## config.mk

```make
export PLATFORM = sky130hd
export DESIGN_NAME = ofdm_subcarrier_mapper_flat
export DESIGN_NICKNAME = d
export VERILOG_FILES = /design/src/rtl/ofdm_subcarrier_mapper_if.sv /design/src/rtl/ofdm_subcarrier_mapper.sv /design/src/flat_wrapper.sv
export SDC_FILE = /design/constraint.sdc
export NUM_CORES = 1
export LEC_CHECK = 0
export CORE_MARGIN = 3
export CORE_UTILIZATION = 45
export DETAILED_ROUTE_END_ITERATION = 8
export SKIP_CTS_REPAIR_TIMING = 1
export SYNTH_ARGS = -nofsm -noshare
export SYNTH_HDL_FRONTEND = slang
export SYNTH_SLANG_ARGS = --single-unit
export TNS_END_PERCENT = 50
```

## constraint.sdc

```tcl
create_clock -name clk -period 4.29 [get_ports clk]
set_input_delay 0.429 -clock clk [delete_from_list [all_inputs] [get_ports clk]]
set_output_delay 0.429 -clock clk [all_outputs]
set_load 0.01 [all_outputs]
```

## src/rtl/ofdm_subcarrier_mapper_if.sv

```systemverilog
// Stream interface between the bit source, the subcarrier mapper and the IFFT.
//
// Handshake: a sample moves on every rising clock edge where out_valid and
// out_ready are both high. While out_valid is high and out_ready is low, the
// producer holds sample, out_index and out_last stable. The input side has no
// backpressure: in_bit is taken on every edge where in_valid is high.
//
//   in_bit     coded bit, qualified by in_valid
//   in_valid   input qualifier
//   out_ready  IFFT accepts the current sample
//   out_valid  sample/out_index/out_last are valid
//   sample     2-bit real value: 01=+1, 11=-1, 00=null
//   out_index  IFFT bin 0..63
//   out_last   high with bin 63
//
// Modports: slave is the mapper side; master is the side that feeds bits in
// and consumes samples.
interface ofdm_subcarrier_mapper_if;
    logic       in_bit;
    logic       in_valid;
    logic       out_ready;
    logic       out_valid;
    logic [1:0] sample;
    logic [5:0] out_index;
    logic       out_last;

    modport master (
        output in_bit, in_valid, out_ready,
        input  out_valid, sample, out_index, out_last
    );

    modport slave (
        input  in_bit, in_valid, out_ready,
        output out_valid, sample, out_index, out_last
    );
endinterface

```

## src/rtl/ofdm_subcarrier_mapper.sv

```systemverilog
// OFDM subcarrier mapper: collects 48 coded bits per symbol into one of two
// ping-pong banks, BPSK-maps them onto the 48 data subcarriers, inserts the
// four polarity-modulated pilots, nulls DC and guard bins, and streams 64
// samples per symbol in IFFT bin order.
//
// Ports:
//   clk         rising-edge clock
//   rst_n       asynchronous active-low reset
//   frame_start one-cycle pulse on the first bit of a PPDU
//   bus         stream interface (slave modport)
//   overflow    sticky, set when an input bit is dropped
//   state_dbg   output FSM state (0=IDLE, 1=EMIT)
module ofdm_subcarrier_mapper #(
    parameter logic [6:0] POL_INIT = 7'h7F
) (
    input  logic                            clk,
    input  logic                            rst_n,
    input  logic                            frame_start,
    ofdm_subcarrier_mapper_if.slave         bus,
    output logic                            overflow,
    output logic                            state_dbg
);

    typedef enum logic {
        IDLE = 1'b0,
        EMIT = 1'b1
    } state_t;

    state_t      state;
    logic [47:0] bank_a;
    logic [47:0] bank_b;
    logic [1:0]  full;
    logic        wr_bank;
    logic [5:0]  wr_ptr;
    logic        rd_bank;
    logic [6:0]  lfsr;

    logic        wr_fire;
    logic        wr_last;
    logic        cur_ready;
    logic        nxt_ready;
    logic        transfer;
    logic        release_bank;
    logic        pilot_bit;
    logic [47:0] rd_bits;
    logic [5:0]  next_bin;

    // A bit is stored unless the bank under the write pointer is still full,
    // which only happens when both banks hold unsent symbols.
    assign wr_fire      = bus.in_valid && !full[wr_bank];
    assign wr_last      = wr_fire && (wr_ptr == 6'd47);

    // Look ahead at the bit-47 write so bin 0 appears the cycle after it.
    assign cur_ready    = full[rd_bank]  || (wr_last && (wr_bank == rd_bank));
    assign nxt_ready    = full[~rd_bank] || (wr_last && (wr_bank != rd_bank));

    assign transfer     = bus.out_valid && bus.out_ready;
    assign release_bank = (state == EMIT) && transfer && (bus.out_index == 6'd63);
    assign pilot_bit    = lfsr[6] ^ lfsr[3];
    assign rd_bits      = rd_bank ? bank_b : bank_a;
    assign next_bin     = bus.out_index + 6'd1;
    assign state_dbg    = state;

    // Sample value for one bin. Positive-frequency data bins start at d24;
    // negative-frequency data bins start at d0 (the pointer wraps 47->0).
    function automatic logic [1:0] bin_sample(input logic [5:0] bin,
                                              input logic [47:0] bits,
                                              input logic pol);
        logic [5:0] d;
        logic [1:0] res;
        d   = 6'd0;
        res = 2'b00;
        if (bin == 6'd0 || (bin >= 6'd27 && bin <= 6'd37)) begin
            res = 2'b00;
        end else if (bin == 6'd7 || bin == 6'd43 || bin == 6'd57) begin
            res = pol ? 2'b11 : 2'b01;
        end else if (bin == 6'd21) begin
            res = pol ? 2'b01 : 2'b11;
        end else begin
            if (bin <= 6'd26) begin
                d = bin + 6'd23;
                if (bin > 6'd7)  d = d - 6'd1;
                if (bin > 6'd21) d = d - 6'd1;
            end else begin
                d = bin - 6'd38;
                if (bin > 6'd43) d = d - 6'd1;
                if (bin > 6'd57) d = d - 6'd1;
            end
            res = bits[d] ? 2'b01 : 2'b11;
        end
        return res;
    endfunction

    // Write side: bank fill, full flags and overflow.
    always_ff @(posedge clk or negedge rst_n) begin
        if (!rst_n) begin
            bank_a   <= '0;
            bank_b   <= '0;
            full     <= 2'b00;
            wr_bank  <= 1'b0;
            wr_ptr   <= 6'd0;
            overflow <= 1'b0;
        end else if (frame_start) begin
            full     <= 2'b00;
            wr_bank  <= 1'b0;
            overflow <= 1'b0;
            if (bus.in_valid) begin
                bank_a[0] <= bus.in_bit;
                wr_ptr    <= 6'd1;
            end else begin
                wr_ptr    <= 6'd0;
            end
        end else begin
            if (release_bank) begin
                full[rd_bank] <= 1'b0;
            end
            if (bus.in_valid && full[wr_bank]) begin
                overflow <= 1'b1;
            end
            if (wr_fire) begin
                if (wr_bank) bank_b[wr_ptr] <= bus.in_bit;
                else         bank_a[wr_ptr] <= bus.in_bit;
                if (wr_ptr == 6'd47) begin
                    full[wr_bank] <= 1'b1;
                    wr_bank       <= ~wr_bank;
                    wr_ptr        <= 6'd0;
                end else begin
                    wr_ptr        <= wr_ptr + 6'd1;
                end
            end
        end
    end

    // Output FSM with registered sample/index/last/valid.
    always_ff @(posedge clk or negedge rst_n) begin
        if (!rst_n) begin
            state         <= IDLE;
            rd_bank       <= 1'b0;
            lfsr          <= POL_INIT;
            bus.out_valid <= 1'b0;
            bus.sample    <= 2'b00;
            bus.out_index <= 6'd0;
            bus.out_last  <= 1'b0;
        end else if (frame_start) begin
            state         <= IDLE;
            rd_bank       <= 1'b0;
            lfsr          <= POL_INIT;
            bus.out_valid <= 1'b0;
            bus.sample    <= 2'b00;
            bus.out_index <= 6'd0;
            bus.out_last  <= 1'b0;
        end else begin
            case (state)
                IDLE: begin
                    if (cur_ready) begin
                        state         <= EMIT;
                        bus.out_valid <= 1'b1;
                        bus.sample    <= 2'b00;
                        bus.out_index <= 6'd0;
                        bus.out_last  <= 1'b0;
                    end
                end
                EMIT: begin
                    if (transfer) begin
                        if (bus.out_index == 6'd63) begin
                            lfsr          <= {lfsr[5:0], pilot_bit};
                            rd_bank       <= ~rd_bank;
                            bus.sample    <= 2'b00;
                            bus.out_index <= 6'd0;
                            bus.out_last  <= 1'b0;
                            if (nxt_ready) begin
                                bus.out_valid <= 1'b1;
                            end else begin
                                bus.out_valid <= 1'b0;
                                state         <= IDLE;
                            end
                        end else begin
                            bus.out_index <= next_bin;
                            bus.sample    <= bin_sample(next_bin, rd_bits, pilot_bit);
                            bus.out_last  <= (next_bin == 6'd63);
                        end
                    end
                end
                default: state <= IDLE;
            endcase
        end
    end

endmodule

```

## src/flat_wrapper.sv

```systemverilog
// flat-port wrapper written by rule: the top's interface ports become plain ports
module ofdm_subcarrier_mapper_flat 
#(
    parameter logic [6:0] POL_INIT = 7'h7F
)
  (clk, rst_n, frame_start, overflow, state_dbg, bus_in_bit, bus_in_valid, bus_out_ready, bus_out_valid, bus_sample, bus_out_index, bus_out_last);
  ofdm_subcarrier_mapper_if bus_i ();
  input  logic clk;
  input  logic rst_n;
  input  logic frame_start;
  output logic overflow;
  output logic state_dbg;
  input wire logic [$bits(bus_i.in_bit)-1:0] bus_in_bit;
  input wire logic [$bits(bus_i.in_valid)-1:0] bus_in_valid;
  input wire logic [$bits(bus_i.out_ready)-1:0] bus_out_ready;
  output wire logic [$bits(bus_i.out_valid)-1:0] bus_out_valid;
  output wire logic [$bits(bus_i.sample)-1:0] bus_sample;
  output wire logic [$bits(bus_i.out_index)-1:0] bus_out_index;
  output wire logic [$bits(bus_i.out_last)-1:0] bus_out_last;
  assign bus_i.in_bit = bus_in_bit;
  assign bus_i.in_valid = bus_in_valid;
  assign bus_i.out_ready = bus_out_ready;
  assign bus_out_valid = bus_i.out_valid;
  assign bus_sample = bus_i.sample;
  assign bus_out_index = bus_i.out_index;
  assign bus_out_last = bus_i.out_last;
  ofdm_subcarrier_mapper #(.POL_INIT(POL_INIT)) u_core (.clk(clk), .rst_n(rst_n), .frame_start(frame_start), .bus(bus_i), .overflow(overflow), .state_dbg(state_dbg));
endmodule
```

==> Word level (Yosys, flattened, before mapping) <==
Cells that the tools add are included.
{ "totals": {"ff_bits": 125, "out_inout_bits": 12, "inputBits": 6} }
{ "classes": {"n_addsub": 8, "n_reduce_logical": 32, "bitwise_logic": 8, "magnitude_cmp": 15, "n_eq_ne": 14, "mux": 103} }
{ "op_table": {"columns": ["cell", "n"], "rows": [
  ["6-bit two-way mux", 35],
  ["48-bit bitwise mux", 2],
  ["48-bit two-way mux", 1],
  ["1-bit two-way mux", 37],
  ["6-bit == test (second input constant)", 5],
  ["2-bit two-way mux", 15],
  ["7-bit two-way mux", 4],
  ["6-bit by 1-bit subtractor with 6-bit output (second input constant)", 4],
  ["3-bit AND reduction", 5],
  ["6-bit by 7-bit < comparator with 1-bit output (second input constant)", 2],
  ["6-bit by 1-bit adder with 6-bit output (second input constant)", 2],
  ["6-bit greater-than comparator (second input constant)", 2],
  ["1-bit logical AND", 12],
  ["6-bit one-hot mux with 2 select lines", 1],
  ["2-bit nonzero test", 6],
  ["6-bit by 5-bit adder with 6-bit output (second input constant)", 1],
  ["1-bit binary-select mux with 6-bit select", 1],
  ["1-bit demux with 6-bit select", 1],
  ["6-bit by 3-bit == test with 1-bit output (second input constant)", 1],
  ["6-bit by 5-bit == test with 1-bit output (second input constant)", 1],
  ["6-bit by 1-bit greater-or-equal comparator with 1-bit output (second input constant)", 1],
  ["6-bit by 5-bit greater-or-equal comparator with 1-bit output (second input constant)", 1],
  ["6-bit by 3-bit greater-than comparator with 1-bit output (second input constant)", 1],
  ["6-bit by 5-bit greater-than comparator with 1-bit output (second input constant)", 1],
  ["other kinds (23)", 38]
]} }

==> Logic depth before layout (Yosys ltp) <==
Gate-level depths: netlist of run 1.
{ "logic_depth": {"depth_word": 32, "depth_mapped": 18} }

==> Least setup slack after synthesis of run 1 <==
Ideal clock, no wire load.
{ "synth_path": {"path_kind": "reg2reg", "startpoint": "register u_core.bus.out_index[0]", "endpoint": "register u_core.bus.sample[1]", "t_required_ps": 4196, "synth_period_minus_slack_ps": 4425, "slack_ps": -135, "stages_incl_launch_ff": 19, "path_buffers": 5, "arrival_ps": 4331, "cell_sequence": "dfrtp_1 buf_2 buf_1 inv_1 clkbuf_1 ha_1 or3b_2 nand4_1 a211o_1 o211ai_2 a211oi_4 buf_6 buf_2 mux4_2 mux2i_1 nor2_1 nor4_1 a211oi_1 a211oi_1"} }
{ "synth_between": {"elab_chain_len": 32} }
{ "synth_rtl": {"columns": ["item", "line_no", "rtl"], "rows": [
  ["start, declared", "ofdm_subcarrier_mapper_if.sv:34", "output out_valid, sample, out_index, out_last"],
  ["start signal, assigned", "ofdm_subcarrier_mapper.sv:178", "bus.out_index <= next_bin;"],
  ["6-bit by 1-bit adder with 6-bit output", "ofdm_subcarrier_mapper.sv:61", "assign next_bin = bus.out_index + 6'd1;"],
  ["6-bit subtractor / 6-bit by 5-bit adder with 6-bit output (equally long branches)", "ofdm_subcarrier_mapper.sv:85, ofdm_subcarrier_mapper.sv:81", null],
  ["6-bit by 1-bit subtractor with 6-bit output, on equally long branches", "ofdm_subcarrier_mapper.sv:86, ofdm_subcarrier_mapper.sv:82", null],
  ["6-bit two-way mux, on equally long branches", "ofdm_subcarrier_mapper.sv:86, ofdm_subcarrier_mapper.sv:82", null],
  ["6-bit two-way mux", "ofdm_subcarrier_mapper.sv:80", "if (bin <= 6'd26) begin"],
  ["6-bit two-way mux", "ofdm_subcarrier_mapper.sv:77", "end else if (bin == 6'd21) begin"],
  ["6-bit two-way mux", "ofdm_subcarrier_mapper.sv:75", "end else if (bin == 6'd7 || bin == 6'd43 || bin == 6'd57) begin"],
  ["6-bit two-way mux", "ofdm_subcarrier_mapper.sv:73", "if (bin == 6'd0 || (bin >= 6'd27 && bin <= 6'd37)) begin"],
  ["[16 not listed]", null, null],
  ["2-bit two-way mux", "ofdm_subcarrier_mapper.sv:89", "res = bits[d] ? 2'b01 : 2'b11;"],
  ["2-bit two-way mux", "ofdm_subcarrier_mapper.sv:77", null],
  ["2-bit two-way mux", "ofdm_subcarrier_mapper.sv:75", null],
  ["2-bit two-way mux", "ofdm_subcarrier_mapper.sv:73", null],
  ["2-bit two-way mux *", "ofdm_subcarrier_mapper.sv:165", "if (bus.out_index == 6'd63) begin"],
  ["2-bit two-way mux *", "ofdm_subcarrier_mapper.sv:164", "if (transfer) begin"],
  ["2-bit one-hot mux with 2 select lines *", "ofdm_subcarrier_mapper.sv:153", "case (state)"],
  ["2-bit two-way mux *", "ofdm_subcarrier_mapper.sv:144", "end else if (frame_start) begin"],
  ["end signal, assigned", "ofdm_subcarrier_mapper.sv:179", "bus.sample <= bin_sample(next_bin, rd_bits, pilot_bit);"],
  ["end, declared", "ofdm_subcarrier_mapper_if.sv:34", null]
]} }
Mark *: on every way between the ends. The rest lies on a longest branch, timed or not. The select of a mux whose other input is x is not followed.
A chain may end at the register's enable or synchronous reset.

==> Worst setup path after layout of run 1 <==
Same ends and word-level chain as after synthesis.

==> summary.md, run 1 <==
| Metric | Value |
|---|---|
| Status | completed |
| Maximum vdd drop | 0.235 mV |
| Area Overhead vs Synth | 13.2% |
| Antenna Nets Post-Route | 0 |
| Routed Wire Length | 20.1 mm |
| Top post-synthesis cells by count | 118 x dfrtp_1, 108 x nand2_1, 101 x mux2_2 |
| Cts bufs inserted | 17 |
| Setup ws final | 0.435 ns |
| Die X | 139 um |
| Post-route minimum period | 3.86 ns |
| Row count | 48 |
| Storage cell area | 3140 um2 |
| Top cells by area, synth | dfrtp_1 37%, mux2_2 14%, mux4_2 5.4%, nand2_1 5.1%, mux2i_1 4.0% |
| Flops & latches, synth | 125 |
| Number of synthesis warnings | 0 |
| Via count | 6104 |
| Ordered cell list for the critical path | ha_1, or3_4, a211o_1, a211oi_1, nor2_1, xor2_1, a221oi_2, buf_12, mux4_2, a211o_1, a211oi_1, a211oi_1 |
| CP startpoint kind | flip-flop |
| Initial core utilization | 46.0% |
| Critical R2R Capture | u_core.bus.sample[1] |
| Post-synth EDFFs | 0 |
| Pwr dens | 308 nW/um2 |
| Final setup fails | 0 |
| Crit-path most repeated cell | a211oi_1 |
| Post-synth top area cell | dfrtp_1 |
| CTS clk-pin slew, worst paths | 0.06 ns |
| Proportion of layout cells with a drive suffix above 1 | 25.4% |
| Routability cong. | 0.939 |
| Worst r2r src | u_core.bus.out_index[0] |
| Clock buffer depth | 2 |
| CTS tree | yes |
| Initial antenna violation count | 0 |
| Post-Syn Area | 7980 um2 |
| Most frequent cell after synthesis | dfrtp_1 |
| Fin nets | 828 |
| Syn Inst Count | 803 |
| Final Cycle Share | 89.9% |
| FFs w/ async S/R, synth | 100% |
| Clock Latency Late Sink | 0.42 ns |
| TritonCTS Sinks | 125 |
| Syn_nets | 818 |
| DR pass1 iterations | 5 |
| Yosys top cell area share | 37.0% |
| First-pass GRT wire length | 32.9 mm |
| Fillers | 1541 |
| Worst-margin pin slew | 1.23 ns |
| Vias in the first global route | 6124 |
| Final TNS setup | 0 ns |
| Multi-input gate area | 4520 um2 |
| Iter 0 DRT Violations | 400 |
| RSZ-0062 raised after global routing | no |
| Maximum fanout along the worst path | 21 |
| Routed WL per cell | 19.1 um |
| Top_reg_cell synth | dfrtp_1 |
| Ant. Diodes | 0 |
| Vias per cell | 5.81 |
| Register area share after synthesis | 39.3% |
| Worst path required time | 4.57 ns |
| Setup CP Type | flip-flop to flip-flop |
| Gr ovfl total | 0 |
| IO buf count | 17 |
| Fmax | 259 MHz |
| Leakage power total | 4.13 nW |
| Largest net degree at the start of global routing | 97 |
| Fin area | 9030 um2 |
| Final Util | 52.0% |
| I/O pin count | 18 |
| Worst slew margin | 17.1% |
| DP Wirelength | 14.0 mm |
| Top Family by Delay on Critical Path | compound AO/OA/AOI/OAI gates |
| Min-delay worst type | input port to async pin |
| Delay of the slowest cell on the worst path | 0.52 ns |
| Yosys cell types | 71 |
| Core area | 17400 um2 |
| Root buffer cell | clkbuf_16 |
| Fin. Hold Viols | 0 |
| Total GRT Usage | 21.1% |
| Mapped Avg Cell Area | 9.94 um2 |
| Dpl ws | 0.483 ns |
| Fin Hold WS | 0.219 ns |
| Die Footprint | 19400 um2 |
| Placed Area | 8440 um2 |
| Reg2reg path depth | 12 |
| CTS H-tree depth | 4 |
| Max Slew Vio Count | 0 |
| Max-cap violations | 0 |
| Crit. End Element | flip-flop |
| Drc violations | 0 |
| Crit path arrival time | 4.14 ns |
| Setup Skew | 0.00775 ns |
| Die H | 139 um |
| Worst path buffer plus inverter count | 1 |
| Reg2Reg Setup Slack | 0.43 ns |
| Crit-path slowest cell | mux4_2 |
## registers in the layout, summed over array words and instances (netlist names)
signal	flops
u_core.bank_a	48
u_core.bank_b	48
u_core.lfsr	7
u_core.bus.out_index	6
u_core.wr_ptr	6
u_core.bus.sample	2
u_core.full	2
u_core.bus.out_last	1
u_core.bus.out_valid	1
u_core.overflow	1
u_core.rd_bank	1
u_core.state_dbg	1
u_core.wr_bank	1
## area by class of cell
class,instances,area share [%]
tap,225,3.12
clock buffer,19,5.01
sequential,125,34.8
inverter,20,0.831
multi-input combinational,602,50.0
timing repair buffer,47,4.71
clock inverter,13,1.54
## power breakdown
part	internal (mW)	switching (mW)	leakage, nW	total (mW)
clock network	0.887	0.549	0.289	1.44
logic	0.0449	0.0926	2.13	0.137
registers	1.20	0.0125	1.71	1.21
## through the flow
step | total power, mW | cells
final | 2.78 | 1051
after detailed placement | 1.37 | 1019
after floorplan | 1.30 | 803
after global placement | 1.37 | 1019
after global routing | 2.89 | 1051
after CTS | 2.82 | 1051
## cells by family after synthesis
group / Yosys count / synth area share, %
AND/OR/NAND/NOR: 297 / 17.6
multiplexers: 152 / 23.6
flip-flops: 125 / 39.3
AO/OA/AOI/OAI: 121 / 11.2
buffers and inverters: 76 / 4.08
XOR/XNOR: 23 / 2.79
adder cells (fa/ha/maj): 9 / 1.41
## routing by layer
layer / wire, um / vias to the layer above / global-route usage, %
li1: - / 2911 / -
met1: 9360 / 3040 / 28.6
met2: 9610 / 115 / 34.6
met3: 571 / 38 / 3.48
met4: 522 / 0 / 7.42
met5: 0 / - / 0
## cells in the final DEF (no fill, tap or decap), drive strengths merged, types with 9 or more instances in the layout
| cell type | n |
|---|---|
| dfrtp | 118 |
| nand2 | 109 |
| mux2 | 101 |
| nor2 | 81 |
| mux2i | 32 |
| buf | 32 |
| inv | 22 |
| o21ai | 20 |
| mux4 | 19 |
| clkbuf | 19 |
| a21oi | 18 |
| nand3 | 17 |
| nor3 | 16 |
| clkdlybuf4s50 | 15 |
| xnor2 | 13 |
| a211oi | 13 |
| a211o | 11 |
| and3 | 10 |
| and2 | 10 |
| xor2 | 9 |
| o31ai | 9 |
| ha | 9 |
## worst max path at each step
stage	depth (start not counted)	to	from	slack, ns
after CTS	12	u_core.bus.sample[1]	u_core.bus.out_index[0]	0.45
after detailed placement	12	u_core.bus.sample[1]	u_core.bus.out_index[0]	0.48
after global placement	12	u_core.bus.sample[1]	u_core.bus.out_index[0]	0.50
after global routing	11	u_core.bus.sample[1]	u_core.bus.out_index[2]	0.22
after floorplan	18	u_core.bus.sample[1]	u_core.bus.out_index[0]	0.03
final	12	u_core.bus.sample[1]	u_core.bus.out_index[0]	0.43
Power figures use the tool's default switching activity.
==> inputs of run 2 (changes only) <==
- CORE_UTILIZATION: 45 -> 38
==> run 2 against run 1 <==
Flip-flop and latch count unchanged. Sequential power about the same. Worst setup slack got worse by 0.11 ns. Clock power decreased by 3%. Global-route usage decreased by 2.8 points. Largest power group unchanged.
==> summary.md, run 2 (same netlist as run 1, synthesis figures left out) <==
| Metric | Value |
|---|---|
| Largest regs | u_core.bank_a: 48 flops, u_core.bank_b: 48 flops, u_core.lfsr: 7 flops (unchanged) |
| Routed Wire Length | 19.7 mm (was 20.1 mm) |
| Final setup fails | 0 (unchanged) |
| Ordered cell list for the critical path | nand3_1, or4_4, nand3_1, mux2i_1, nor3_1, a221oi_2, buf_4, mux2i_1, nor2_1, nor4_1, a211oi_1, a211oi_1 (was ha_1, or3_4, a211o_1, a211oi_1, nor2_1, xor2_1, a221oi_2, buf_12, mux4_2, a211o_1, a211oi_1, a211oi_1) |
| Pwr dens | 302 nW/um2 (was 308 nW/um2) |
| Crit. End Element | flip-flop (unchanged) |
| DR pass1 iterations | 5 (unchanged) |
| Worst slew margin | 18.9% (was 17.1%) |
| Maximum fanout along the worst path | 18 (was 21) |
| Fin area | 9080 um2 (was 9030 um2) |
| Routability cong. | 0.868 (was 0.939) |
| Fin nets | 832 (was 828) |
| Post-route minimum period | 3.97 ns (was 3.86 ns) |
| Total power | 2.74 mW (was 2.78 mW) |
| Worst path buffer plus inverter count | 1 (unchanged) |
| Commonest non-fill, non-tap cells in the layout | 116 x dfrtp_1, 108 x nand2_1, 101 x mux2_2 (unchanged) |
| Gr ovfl total | 0 (unchanged) |
| Setup ws final | 0.323 ns (was 0.435 ns) |
| Die H | 151 um (was 139 um) |
| Die X | 151 um (was 139 um) |
| Clock Latency Late Sink | 0.42 ns (about the same) |
| Row count | 52 (was 48) |
| Status | completed (unchanged) |
| CP startpoint kind | flip-flop (unchanged) |
| Final TNS setup | 0 ns (unchanged) |
| Die Footprint | 22800 um2 (was 19400 um2) |
| Largest net degree at the start of global routing | 68 (was 97) |
| Routed WL per cell | 17.9 um (was 19.1 um) |
| Final Non-Filler Cells | 1100 (was 1051) |
| Crit path arrival time | 4.28 ns (was 4.14 ns) |
| Placed Area | 8500 um2 (was 8440 um2) |
| Leakage power total | 4.13 nW (about the same) |
| Worst path depth | 12 (unchanged) |
| Top Family by Delay on Critical Path | simple AND/OR/NAND/NOR gates (was compound AO/OA/AOI/OAI gates) |
| Dpl cells | 1068 (was 1019) |
| Setup CP Type | flip-flop to flip-flop (unchanged) |
| IO buf count | 17 (unchanged) |
| Dpl ws | 0.450 ns (was 0.483 ns) |
| RSZ-0062 raised after global routing | no (unchanged) |
| TritonCTS Sinks | 125 (unchanged) |
| Vias per cell | 5.53 (was 5.81) |
| Fin Hold WS | 0.118 ns (was 0.219 ns) |
| Max-cap violations | 0 (unchanged) |
| Crit-path slowest cell | dfrtp_1 (was mux4_2) |
| Antenna Nets Post-Route | 0 (unchanged) |
| Cts bufs inserted | 17 (unchanged) |
| I/O pin count | 18 (unchanged) |
| CTS tree | yes (unchanged) |
| First-pass GRT wire length | 33.0 mm (was 32.9 mm) |
| Worst-margin pin slew | 1.21 ns (was 1.23 ns) |
| Most common cell after layout, fill and taps aside | dfrtp_1 (unchanged) |
| Min-delay worst type | input port to async pin (unchanged) |
| Vias in the first global route | 6056 (was 6124) |
| CTS H-tree depth | 4 (unchanged) |
| Initial antenna violation count | 0 (unchanged) |
| Setup Skew | 0.0116 ns (was 0.00775 ns) |
| Worst path required time | 4.60 ns (was 4.57 ns) |
| Fmax | 252 MHz (was 259 MHz) |
| Max Slew Vio Count | 0 (unchanged) |
| Ant. Diodes | 0 (unchanged) |
| Clock buffer depth | 2 (unchanged) |
| CTS clk-pin slew, worst paths | 0.06 ns (about the same) |
| Final Cycle Share | 92.5% (was 89.9%) |
| Total GRT Usage | 18.3% (was 21.1%) |
| Reg2reg path depth | 12 (unchanged) |
| Area Overhead vs Synth | 13.7% (was 13.2%) |
| Maximum vdd drop | 0.273 mV (was 0.235 mV) |
| Root buffer cell | clkbuf_16 (unchanged) |
| DP Wirelength | 13.7 mm (was 14.0 mm) |
| Final Util | 44.4% (was 52.0%) |
| Drc violations | 0 (unchanged) |
| Delay of the slowest cell on the worst path | 0.75 ns (was 0.52 ns) |
| Fin. Hold Viols | 0 (unchanged) |
| Core area | 20400 um2 (was 17400 um2) |
| Proportion of layout cells with a drive suffix above 1 | 25.8% (was 25.4%) |
| Initial core utilization | 39.1% (was 46.0%) |
| Via count | 6082 (was 6104) |
| Iter 0 DRT Violations | 392 (was 400) |
==> run 2: cell types whose count changed in the layout (fill, tap and decap cells not counted), sizes merged <==
cell	change
buf	+4
clkbuf	-1
bufinv	-1
inv	+2
==> run 2: layout make-up <==
cell class                 instances  area (um2)
clock buffer                      18         439
clock inverter                    14         135
fill                            1994       11400
inverter                          20        75.1
multi-input combinational        602        4520
sequential                       125        3140
tap                              270         338
timing repair buffer              51         430
==> run 2: metal layers <==
metal	up-vias	wire, um	track usage, %
met5	-	0	0
met4	0	394	5.85
met3	29	943	3.20
met2	145	9320	28.9
met1	2996	9060	25.6
li1	2912	-	-
==> run 2: power breakdown <==
group / switching (mW) / internal (mW)
logic: 0.0900 / 0.0430
registers: 0.0139 / 1.20
clock network: 0.572 / 0.823
total: 0.676 / 2.06
==> run 2: worst paths after layout <==
| check | start | endpoint | slack (ns) |
|---|---|---|---|
| setup / recovery | u_core.bus.out_index[4] | u_core.bus.sample[1] | 0.32 |
| hold / removal | rst_n | u_core.bank_a[14] | 0.12 |
| setup reg to reg | u_core.bus.out_index[4] | u_core.bus.sample[1] | 0.32 |
| hold reg to reg | u_core.bus.sample[0] | u_core.bus.sample[0] | 0.49 |
| max in group asynchronous | rst_n | u_core.bank_b[36] | 3.24 |
| min in group clk | u_core.bus.sample[0] | u_core.bus.sample[0] | 0.49 |
==> patch: new RTL, settings of run 1 <==
Register the output `overflow` once more, with the module's reset; this adds one clock of latency there. The other outputs are not delayed to match.
--- a/src/rtl/ofdm_subcarrier_mapper.sv
+++ b/src/rtl/ofdm_subcarrier_mapper.sv
@@ -27,4 +27,6 @@
     } state_t;
 
+    logic overflow_s0;
+
     state_t      state;
     logic [47:0] bank_a;
@@ -100,9 +102,9 @@
             wr_bank  <= 1'b0;
             wr_ptr   <= 6'd0;
-            overflow <= 1'b0;
+            overflow_s0 <= 1'b0;
         end else if (frame_start) begin
             full     <= 2'b00;
             wr_bank  <= 1'b0;
-            overflow <= 1'b0;
+            overflow_s0 <= 1'b0;
             if (bus.in_valid) begin
                 bank_a[0] <= bus.in_bit;
@@ -116,5 +118,5 @@
             end
             if (bus.in_valid && full[wr_bank]) begin
-                overflow <= 1'b1;
+                overflow_s0 <= 1'b1;
             end
             if (wr_fire) begin
@@ -187,4 +189,12 @@
     end
 
+    always_ff @(posedge clk or negedge rst_n) begin
+        if (!rst_n) begin
+            overflow <= '0;
+        end else begin
+            overflow <= overflow_s0;
+        end
+    end
+
 endmodule
 
Function: same outputs for any inputs over 10 cycles, from zero or initial values and one cycle with rst_n low; that may be too few to reach the edited logic, so the function may still have changed.
==> patch against run 1 <==
Area after synthesis up 0.31%; sequential cell count up 1; worst setup slack got worse by 0.15 ns; core utilization rose by 0.26 points; wire length increased by 1.8%; die area increased by 0.29%; global-route usage up 0.28 points; clock power up 5%; cell count barely moved; non-clock buffer count is the same; total power is 3.1% higher; final area grew 0.50%.
==> patch: results (changes against run 1) <==
stage	metric	value	unit	change
run_status	status	complete, no violations		
synthesis	most frequent cells after synthesis	119 x dfrtp_1, 108 x nand2_1, 101 x mux2_2, 81 x nor2_1, 34 x clkbuf_1		
cells_and_area	Layout non-clock buf frac	4.548	%	-0.16 points
routing	met2 wire length	10.24	mm	+6.5%
cells_and_area	FF+latch area	3164	um2	+0.80%
cells_and_area	fillers	1516		-1.6%
timing	post-layout min period	4.006	ns	+0.1502 ns
global_routing	first-pass GRT wire length	33.45	mm	+1.6%
routing	1st-iter DRT viols	517		+29%
global_routing	met1 Use GR	28.63	%	+0.032 points
timing	clk_skew	0.009822	ns	+0.002075 ns
routing	wire length per cell	19.41	um	+1.7%
synthesis	Seq/Total Area, Yosys	39.48	%	+0.19 points
global_routing	vias in the first global route	6268		+2.4%
place	DP HPWL	14.35	mm	+2.6%
cells_and_area	multi-input combinational area share	49.79	%	-0.25 points
synthesis	Synth Area in XOR/XNOR	2.781	%	-0.0087 points
cells_and_area	clkbuf count	21		+2
cells_and_area	layout cells sized above 1	25.15	%	-0.27 points
global_routing	total track usage	21.41	%	+0.28 points
synthesis	top post-synthesis cells by area	dfrtp_1 37%, mux2_2 14%, mux4_2 5.3%, nand2_1 5.1%, mux2i_1 4.0%		
synthesis	Synthesized Nets	819		+0.12%
routing	met1 WL	9.165	mm	-2.1%
global_routing	grt met3 use	3.711	%	+0.23 points
synthesis	Adder-Cell Fraction of Synth Area	1.406	%	-0.0044 points
-- patch: cell types whose count changed in the layout (fill, tap and decap cells not counted) --
cell,change
buf_12,-1
buf_4,+1
bufinv_16,+2
clkbuf_1,+2
clkinv_4,-2
dfrtp_1,+1
inv_6,-2
-- patch: through the flow --
| stage | utilization [%] | cell area, um2 | power, mW | hold WS (ns) | cells |
|---|---|---|---|---|---|
| after floorplan | - | 8010 | 1.314 | 0.1334 | 804 |
| after CTS | 52.31 | 9079 | 2.909 | 0.04229 | 1052 |
| final | 52.31 | 9079 | 2.872 | 0.02707 | 1052 |
| after detailed placement | 48.71 | 8454 | 1.380 | 0.3640 | 1020 |
| after global routing | 52.31 | 9079 | 2.991 | 0.06996 | 1052 |
| after global placement | 48.71 | 8454 | 1.374 | 0.3682 | 1020 |
